`src/rtl/ifu_if.sv`:
```
// ---------------------------------------------------------------------------
// ifu_if -- instruction-memory request/response bus between the fetch unit
// and the instruction memory.
//   req    : request valid (fetch unit -> memory)
//   addr   : byte address, 4-aligned (fetch unit -> memory)
//   gnt    : memory accepted the request this cycle
//   rvalid : response valid; responses return in request order
//   rdata  : response instruction word
// Modports: master = fetch unit side, slave = memory side.
// ---------------------------------------------------------------------------
interface ifu_if;
    logic        req;
    logic [31:0] addr;
    logic        gnt;
    logic        rvalid;
    logic [31:0] rdata;

    modport master (output req, output addr, input gnt, input rvalid, input rdata);
    modport slave  (input req, input addr, output gnt, output rvalid, output rdata);
endinterface

```
`src/rtl/ifu.sv`:
```
// ---------------------------------------------------------------------------
// ifu -- instruction fetch unit.
// Generates sequential PCs, issues IM requests under a credit limit, buffers
// returned words in a small fetch queue and presents them to decode. Redirects
// flush the queue and discard in-flight (stale) responses.
// Optional feature macro: IFU_MISALIGN_CHK_EN (adds sticky o_misalign).
// Ports:
//   clk, rst           clock (rising edge), asynchronous active-low reset
//   i_stall            decode cannot accept; hold presented entry
//   i_redirect(_pc)    redirect from execute and its target
//   im                 IM bus (ifu_if.master)
//   o_pc/o_inst/o_valid presented entry (o_inst = NOP when !o_valid)
//   o_misalign         sticky misaligned-redirect flag (macro builds only)
// ---------------------------------------------------------------------------
module ifu #(
    parameter logic [31:0] RESET_PC = 32'h0000_0000,
    parameter int unsigned FQ_DEPTH = 2
) (
    input  logic        clk,
    input  logic        rst,
    input  logic        i_stall,
    input  logic        i_redirect,
    input  logic [31:0] i_redirect_pc,
    ifu_if.master       im,
    output logic [31:0] o_pc,
    output logic [31:0] o_inst,
    output logic        o_valid
`ifdef IFU_MISALIGN_CHK_EN
    ,
    output logic        o_misalign
`endif
);

    localparam int unsigned CW = $clog2(FQ_DEPTH + 1);
    localparam int unsigned PW = (FQ_DEPTH > 1) ? $clog2(FQ_DEPTH) : 1;
    localparam logic [31:0] NOP = 32'h0000_0013;

    typedef enum logic [1:0] {BOOT, FETCH, DRAIN} state_e;

    state_e          state_q;
    logic [31:0]     fetch_pc_q, fetch_pc_d;
    logic [CW-1:0]   out_q, out_d;
    logic [CW-1:0]   drop_q, drop_d;
    logic [CW-1:0]   fq_cnt_q, fq_cnt_d;
    logic [PW-1:0]   fq_hd_q, fq_tl_q;
    logic [31:0]     fq_pc_q   [FQ_DEPTH];
    logic [31:0]     fq_inst_q [FQ_DEPTH];
    logic [PW-1:0]   tg_hd_q, tg_tl_q;
    logic [31:0]     tg_q      [FQ_DEPTH];

    logic [CW:0]     used;
    logic            req, fire, rsp, push, pop;
    logic [31:0]     redir_tgt;

    function automatic logic [PW-1:0] ptr_inc(input logic [PW-1:0] p);
        return (p == PW'(FQ_DEPTH - 1)) ? '0 : p + PW'(1);
    endfunction

    assign redir_tgt = {i_redirect_pc[31:2], 2'b00};

`ifndef IFU_MISALIGN_CHK_EN
    logic unused_redir_lsb;
    assign unused_redir_lsb = ^i_redirect_pc[1:0];
`endif

    always_comb begin
        used   = {1'b0, out_q} + {1'b0, fq_cnt_q};
        req    = (state_q != BOOT) && !i_redirect && (used < (CW+1)'(FQ_DEPTH));
        fire   = req && im.gnt;
        rsp    = im.rvalid;
        push   = rsp && (drop_q == '0) && !i_redirect;
        pop    = (fq_cnt_q != '0) && !i_stall && !i_redirect;

        fetch_pc_d = fetch_pc_q;
        if (i_redirect)
            fetch_pc_d = redir_tgt;
        else if (fire)
            fetch_pc_d = fetch_pc_q + 32'd4;

        out_d = out_q + CW'(fire) - CW'(rsp);

        // out_q counts every in-flight request, stale ones included, so on a
        // redirect everything still in flight after this cycle becomes stale.
        drop_d = drop_q;
        if (i_redirect)
            drop_d = out_q - CW'(rsp);
        else if (rsp && (drop_q != '0))
            drop_d = drop_q - CW'(1);

        fq_cnt_d = i_redirect ? '0 : fq_cnt_q + CW'(push) - CW'(pop);
    end

    assign im.req  = req;
    assign im.addr = fetch_pc_q;
    assign o_valid = (fq_cnt_q != '0);
    assign o_pc    = fq_pc_q[fq_hd_q];
    assign o_inst  = o_valid ? fq_inst_q[fq_hd_q] : NOP;

    always_ff @(posedge clk or negedge rst) begin
        if (!rst) begin
            state_q    <= BOOT;
            fetch_pc_q <= RESET_PC;
            out_q      <= '0;
            drop_q     <= '0;
            fq_cnt_q   <= '0;
            fq_hd_q    <= '0;
            fq_tl_q    <= '0;
            tg_hd_q    <= '0;
            tg_tl_q    <= '0;
            for (int unsigned i = 0; i < FQ_DEPTH; i++) begin
                fq_pc_q[i]   <= RESET_PC;
                fq_inst_q[i] <= '0;
                tg_q[i]      <= '0;
            end
`ifdef IFU_MISALIGN_CHK_EN
            o_misalign <= 1'b0;
`endif
        end else begin
            fetch_pc_q <= fetch_pc_d;
            out_q      <= out_d;
            drop_q     <= drop_d;
            fq_cnt_q   <= fq_cnt_d;

            case (state_q)
                BOOT:    state_q <= FETCH;
                FETCH:   if (i_redirect && (drop_d != '0)) state_q <= DRAIN;
                DRAIN:   if (!i_redirect && (drop_d == '0)) state_q <= FETCH;
                default: state_q <= BOOT;
            endcase

            // PC tags follow requests in order; stale responses still consume theirs.
            if (fire) begin
                tg_q[tg_tl_q] <= fetch_pc_q;
                tg_tl_q       <= ptr_inc(tg_tl_q);
            end
            if (rsp)
                tg_hd_q <= ptr_inc(tg_hd_q);

            if (i_redirect) begin
                fq_hd_q <= '0;
                fq_tl_q <= '0;
            end else begin
                if (push) begin
                    fq_pc_q[fq_tl_q]   <= tg_q[tg_hd_q];
                    fq_inst_q[fq_tl_q] <= im.rdata;
                    fq_tl_q            <= ptr_inc(fq_tl_q);
                end
                if (pop)
                    fq_hd_q <= ptr_inc(fq_hd_q);
            end

`ifdef IFU_MISALIGN_CHK_EN
            if (i_redirect && (i_redirect_pc[1:0] != 2'b00))
                o_misalign <= 1'b1;
`endif
        end
    end

endmodule
```
`src/flat_wrapper.sv`:
```
// flat-port wrapper written by rule: the top's interface ports become plain ports
module ifu_flat 
#(
    parameter logic [31:0] RESET_PC = 32'h0000_0000,
    parameter int unsigned FQ_DEPTH = 2
)
  (clk, rst, i_stall, i_redirect, i_redirect_pc, o_pc, o_inst, o_valid, im_req, im_addr, im_gnt, im_rvalid, im_rdata);
  ifu_if im_i ();
  input  logic clk;
  input  logic rst;
  input  logic i_stall;
  input  logic i_redirect;
  input  logic [31:0] i_redirect_pc;
  output logic [31:0] o_pc;
  output logic [31:0] o_inst;
  output logic o_valid;
  output wire logic [$bits(im_i.req)-1:0] im_req;
  output wire logic [$bits(im_i.addr)-1:0] im_addr;
  input wire logic [$bits(im_i.gnt)-1:0] im_gnt;
  input wire logic [$bits(im_i.rvalid)-1:0] im_rvalid;
  input wire logic [$bits(im_i.rdata)-1:0] im_rdata;
  assign im_req = im_i.req;
  assign im_addr = im_i.addr;
  assign im_i.gnt = im_gnt;
  assign im_i.rvalid = im_rvalid;
  assign im_i.rdata = im_rdata;
  ifu #(.RESET_PC(RESET_PC), .FQ_DEPTH(FQ_DEPTH)) u_core (.clk(clk), .rst(rst), .i_stall(i_stall), .i_redirect(i_redirect), .i_redirect_pc(i_redirect_pc), .im(im_i), .o_pc(o_pc), .o_inst(o_inst), .o_valid(o_valid));
endmodule
```
`config.mk`:
```
export PLATFORM = sky130hd
export DESIGN_NAME = ifu_flat
export DESIGN_NICKNAME = d
export VERILOG_FILES = /design/src/rtl/ifu_if.sv /design/src/rtl/ifu.sv /design/src/flat_wrapper.sv
export SDC_FILE = /design/constraint.sdc
export NUM_CORES = 1
export LEC_CHECK = 0
export BUFFER_PORTS_ARGS = -buffer_cell sky130_fd_sc_hd__buf_2
export CORE_MARGIN = 8
export CORE_UTILIZATION = 50
export CTS_BUF_LIST = sky130_fd_sc_hd__clkbuf_8
export DETAILED_ROUTE_END_ITERATION = 7
export GPL_ROUTABILITY_DRIVEN = 0
export HOLD_SLACK_MARGIN = 0.03
export PLACE_DENSITY = 0.69
export SYNTH_ARGS = -nofsm -noshare
export SYNTH_HDL_FRONTEND = slang
export SYNTH_SLANG_ARGS = --single-unit
```
`constraint.sdc`:
```
create_clock -name clk -period 4.28 [get_ports clk]
set_clock_uncertainty 0.2 [all_clocks]
set_input_delay 1.284 -clock clk [delete_from_list [all_inputs] [get_ports clk]]
set_output_delay 1.284 -clock clk [all_outputs]
set_load 0.02 [all_outputs]
```
**After elaboration in Yosys (flattened, before gate mapping)**

Index checks and enable logic that the tools add are counted.

- Bits in registers: 236
- Output and inout port bits: 98
- Logic and storage cells: 102

- $add $sub $neg: 12
- $lt $le $gt $ge: 7
- Equal/unequal tests: 4
- Multiplexer cells: 33
- Bitwise operators: 5
- Reductions and logical operators: 26

Operators with widths:

| kind | number |
|---|---|
| two-way mux 32 bit | 14 |
| bitwise mux 64 bit | 3 |
| demux 32 bit (select 1 bit) | 2 |
| adder 32 x 3 -> 32 bit (second input constant) | 1 |
| nonzero test 2 bit | 7 |
| logical AND 1 bit | 12 |
| two-way mux 2 bit | 5 |
| greater-or-equal comparator 2 bit (second input constant) | 4 |
| two-way mux 1 bit | 8 |
| NOT 1 -> 2 bit | 4 |
| logical NOT 2 bit | 3 |
| case mux 2 bit (3 select lines) | 1 |
| subtractor 2 x 1 -> 2 bit | 3 |
| adder 1 bit (second input constant) | 4 |
| adder 2 x 1 -> 2 bit | 2 |
| < comparator 2 x 1 -> 1 bit (second input constant) | 2 |
| != test 2 x 1 -> 1 bit (second input constant) | 2 |
| AND reduction 2 bit | 2 |
| adder 2 x 2 -> 3 bit | 1 |
| < comparator 3 x 2 -> 1 bit (second input constant) | 1 |
| equality test 2 x 1 -> 1 bit (second input constant) | 1 |
| equality test 2 bit (second input constant) | 1 |
| logical NOT 1 bit | 2 |
| subtractor 2 x 1 -> 2 bit (second input constant) | 1 |
| NOT 1 bit | 1 |

**Longest topological paths before layout**

- Depth in word-level cells: 8
- Depth in mapped cells: 10
- Depth with buffers taken out: 9

**Worst setup path after synthesis**

Ideal clock, no wire load.

- Kind: input -> output
- Start: input i_redirect
- End: output im_req
- Arrival: 1.844 ns
- Slack: 0.952 ns
- Stages on the path: 2
- Path buffers: 0
- Cell sequence: nor3_1 nor2b_1

- Word-level cells in the longest chain between the ends: 3

RTL lines:

| element | line | text |
|---|---|---|
| start: declaration | flat_wrapper.sv:12 | `input logic i_redirect;` |
| logical NOT 1 bit | ifu.sv:68 | `req = (state_q != BOOT) && !i_redirect && (used < (CW+1)'(FQ_DEPTH));` |
| logical AND 1 bit (2 in a row) | ifu.sv:68 |  |
| end: declaration | flat_wrapper.sv:17 | `output wire logic [$bits(im_i.req)-1:0] im_req;` |

Every way passes these cells.

**Final worst setup path**

- Start: register u_core.fq_hd_q
- End: output o_pc[11]

- Word-level cells in the longest chain between the ends: 4

RTL lines:

| element | line | text |
|---|---|---|
| start: declaration | ifu.sv:45 | `logic [PW-1:0] fq_hd_q, fq_tl_q;` |
| start signal: assignment | ifu.sv:149 | `fq_hd_q <= ptr_inc(fq_hd_q);` |
| NOT 1 -> 2 bit (implied by the code) | ifu.sv:96 | `assign o_pc = fq_pc_q[fq_hd_q];` |
| two-way mux 32 bit (implied by the code) (3 in a row) | ifu.sv:96 |  |
| end: declaration | flat_wrapper.sv:14 | `output logic [31:0] o_pc;` |

Every way passes these cells. The select of a mux whose other input is x is not followed.

==> results.tsv <==
stage	metric	value	unit
cts	CTS H-Tree Depth	2	
synthesis	post-synthesis sequential area ratio	55.2	%
drt	ANT nets after route	0	
sta	Final Hold Fails	0	
cells_and_area	Area Growth Syn to Fin	18.0	%
hold_path	Hold Path Class	reg -> reg	
synthesis	Synth Register Bits	226	
sta	Setup TNS Final	0	ns
cts	clk sink count	226	
sta	Worst Tran Pin Value	1.09	ns
global_route	met2 Use GR	27.7	%
drt	Wirelength per Cell	17.0	um
drt	drt first pass iters	4	
cells_and_area	commonest non-fill, non-tap cell in the layout	dfrtp_1	
cts	Root Buffer	clkbuf_8	
worst_setup_path	Reg2Reg Depth	9	
floorplan	number of cell rows	52	
drt	Vias	7153	
global_route	vias in the first global route	7463	
cells_and_area	ANT cells	0	
placement	dpl hpwl	15600	um
sta	RSZ-0062 raised after global routing	no	
floorplan	Top Ports	168	
floorplan	Die Ht	159	um
sta	min cycle time layout	3.74	ns
cts	Skew-Pair Late Insertion Delay	0.51	ns
cts	Clock transition at path regs	0.06	ns
cells_and_area	fraction of layout cells with a size suffix above 1	36.4	%
floorplan	Starting Density	50.8	%
cts	Post-CTS Hold Fix Bufs	0	
global_route	GRT busiest layer	met2	
worst_setup_path	Reg2Reg Setup Slack	1.31	ns
drt	initial drt markers	327	
synthesis	synth warn	0	
cells_and_area	nets	1123	
cells_and_area	most frequent cells in the layout	225 x dfrtp_1, 160 x buf_2, 151 x mux2_2, 84 x nor2_1, 73 x nand2_1	
pwr	LEAKAGE	0.00576	uW
placement	PortBufs	161	
sta	Final Setup Violations	0	
cts	CTS tree	done	
drt	total wire length	22800	um
worst_setup_path	Critical Path AT	2.26	ns
worst_setup_path	Critical Path RT	2.80	ns
synthesis	Gate Count Post-Synth	880	
global_route	met3 usage	4.96	%
floorplan	Die ar.	25300	um2
synthesis	Syn Area/Cell	11.6	um2
cts	Max Root-Sink Buffers	3	
cells_and_area	Layout Utilization	59.9	%
worst_setup_path	crit path capture	o_pc[11]	
sta	Fmax achieved	0.267	GHz
placement	placed cell areas	11300	um2
global_route	GR Util met1	25.1	%
global_route	Total GRT Usage	18.1	%
worst_setup_path	Crit Path Class	reg -> out	
sta	Slew HR	27.2	%
cts	# Post-CTS Setup Buffers	0	
drt	vias per cell	5.33	
worst_setup_path	type of destination of the critical path	primary output	
worst_setup_path	R2R Path Start	u_core.fq_cnt_q[0]	
worst_setup_path	largest fanout on the critical path	64	
global_route	first-pass GRT wire length	38400	um
sta	part of the cycle the worst path needs	87.5	%
sta	max-slew violation count	0	
worst_setup_path	startpoint types	flop	
job	total of max-cap violations	0	
global_route	largest net degree at the start of global routing	88	
drt	DRC violations left	0	
cts	Resized cells post-CTS	0	
floorplan	die width	159	um
floorplan	core area	20200	um2
global_route	initial antenna violation count	1	
pwr	Pwr Density	667	nW/um2
synthesis	Post-Syn Area	10200	um2
outcome	status	finished clean	
cells_and_area	design area	12100	um2
pwr	VDD IR-drop max	0.259	mV
worst_setup_path	CP Launch Point	u_core.fq_hd_q	
worst_setup_path	reg-to-reg critical path endpoint	u_core.im.addr[26]	
global_route	GRT overflow	0	
cts	CTS buffer count	38	
synthesis	Synth cell types	44	
==> cell usage after synthesis <==
cell type / number / share of area (%)
nand4_4: 1 / 0.21
a41oi_1: 1 / 0.086
a21oi_1: 41 / 2.0
a21o_1: 1 / 0.073
clkinv_1: 1 / 0.037
buf_1: 8 / 0.29
or3_1: 1 / 0.061
mux2_2: 151 / 17
xor2_1: 7 / 0.60
nand4_2: 1 / 0.12
dfrtp_1: 226 / 55
a2bb2o_1: 1 / 0.098
nor4_4: 2 / 0.42
a32oi_1: 4 / 0.34
fa_1: 1 / 0.20
clkbuf_1: 30 / 1.1
nand4_1: 11 / 0.67
buf_4: 4 / 0.29
xnor2_1: 6 / 0.51
or4_1: 2 / 0.15
nand2b_1: 2 / 0.12
a31oi_1: 5 / 0.31
a221o_1: 3 / 0.29
nand3b_1: 2 / 0.15
nor2b_1: 4 / 0.24
o21ai_0: 57 / 2.8
nor4_1: 1 / 0.061
and3_1: 5 / 0.31
o211ai_1: 8 / 0.59
nand2_1: 74 / 2.7
a22oi_1: 1 / 0.073
o311ai_1: 2 / 0.17
conb_1: 1 / 0.037
nor2_1: 86 / 3.2
o311ai_0: 5 / 0.43
nor3_1: 7 / 0.34
inv_2: 1 / 0.037
inv_1: 12 / 0.44
buf_2: 14 / 0.68
ha_1: 6 / 0.73
nand3_2: 1 / 0.098
mux2i_1: 64 / 6.3
nand3_1: 18 / 0.88
and2_1: 1 / 0.061
==> final cells by class <==
cell class | instances | area [um2]
timing repair buffer | 179 | 976
inverter | 14 | 52.6
clock inverter | 20 | 106
clock buffer | 46 | 633
fill | 1700 | 8080
sequential | 226 | 5660
tap | 270 | 338
multi-input combinational | 587 | 4320
==> state kept, by name, indices dropped and copies added (netlist names) <==
name and flops:
u_core.fq_cnt_q 2, u_core.tg_hd_q 1, u_core.tg_q 60, u_core.fq_hd_q 1, u_core.fq_tl_q 1, u_core.out_q 2
u_core.drop_q 2, u_core.state_q 2, u_core.im.addr 30, u_core.fq_inst_q 64, u_core.tg_tl_q 1, u_core.fq_pc_q 60
==> metal layers <==
layer	share of wire [%]	vias to the layer above
met2	45	225
met4	1.3	2
met3	6.3	28
met1	48	3471
met5	0.048	-
li1	-	3427
==> where the power goes <==
part	switching (uW)	leakage (uW)	internal, uW	total, uW
clock	803	0.000439	1030	1830
sequential	580	0.00284	2990	3570
combinational	1400	0.00248	1270	2660
total	2780	0.00576	5280	8070
==> critical path, stage by stage, from the launching register on <==
cell	delay, ns
dfrtp_4	1.12
mux2_2	0.45
buf_2	0.17
==> logic make-up (layout without fill, tap and decap cells) <==
logic type / Yosys count / in the layout / synth area share, %
AO/OA/AOI/OAI: 129 / 129 / 7.24
XOR/XNOR: 13 / 13 / 1.11
adder cells (fa/ha/maj): 7 / 7 / 0.928
buffers and inverters: 70 / 259 / 2.88
flip-flops: 226 / 226 / 55.2
multiplexers: 215 / 215 / 22.9
other: 1 / 4 / 0.0366
AND/OR/NAND/NOR: 219 / 219 / 9.75
==> worst min path at each step <==
stage / to / startpoint / cells past startpoint
floorplan: u_core.fq_pc_q[10] / u_core.fq_pc_q[10] / 2
detailed placement: u_core.fq_pc_q[3] / u_core.fq_pc_q[3] / 2
global placement: u_core.fq_pc_q[4] / u_core.fq_pc_q[4] / 2
finish: u_core.fq_pc_q[24] / u_core.fq_pc_q[24] / 2
global route: u_core.fq_pc_q[12] / u_core.fq_pc_q[12] / 2
CTS: u_core.fq_pc_q[3] / u_core.fq_pc_q[3] / 2
==> metrics by stage <==
stage | hold WS, ns | worst slack (ns) | total power (uW) | cells
after floorplan | 0.244 | 0.952 | 5430 | 883
after global placement | 0.256 | 0.858 | 6210 | 1276
after detailed placement | 0.264 | 0.822 | 6310 | 1276
after CTS | 0.277 | 0.465 | 8180 | 1342
after global routing | 0.292 | 0.420 | 8630 | 1342
final | 0.271 | 0.537 | 8070 | 1342
Note: power is estimated with default switching activity, not from simulation.
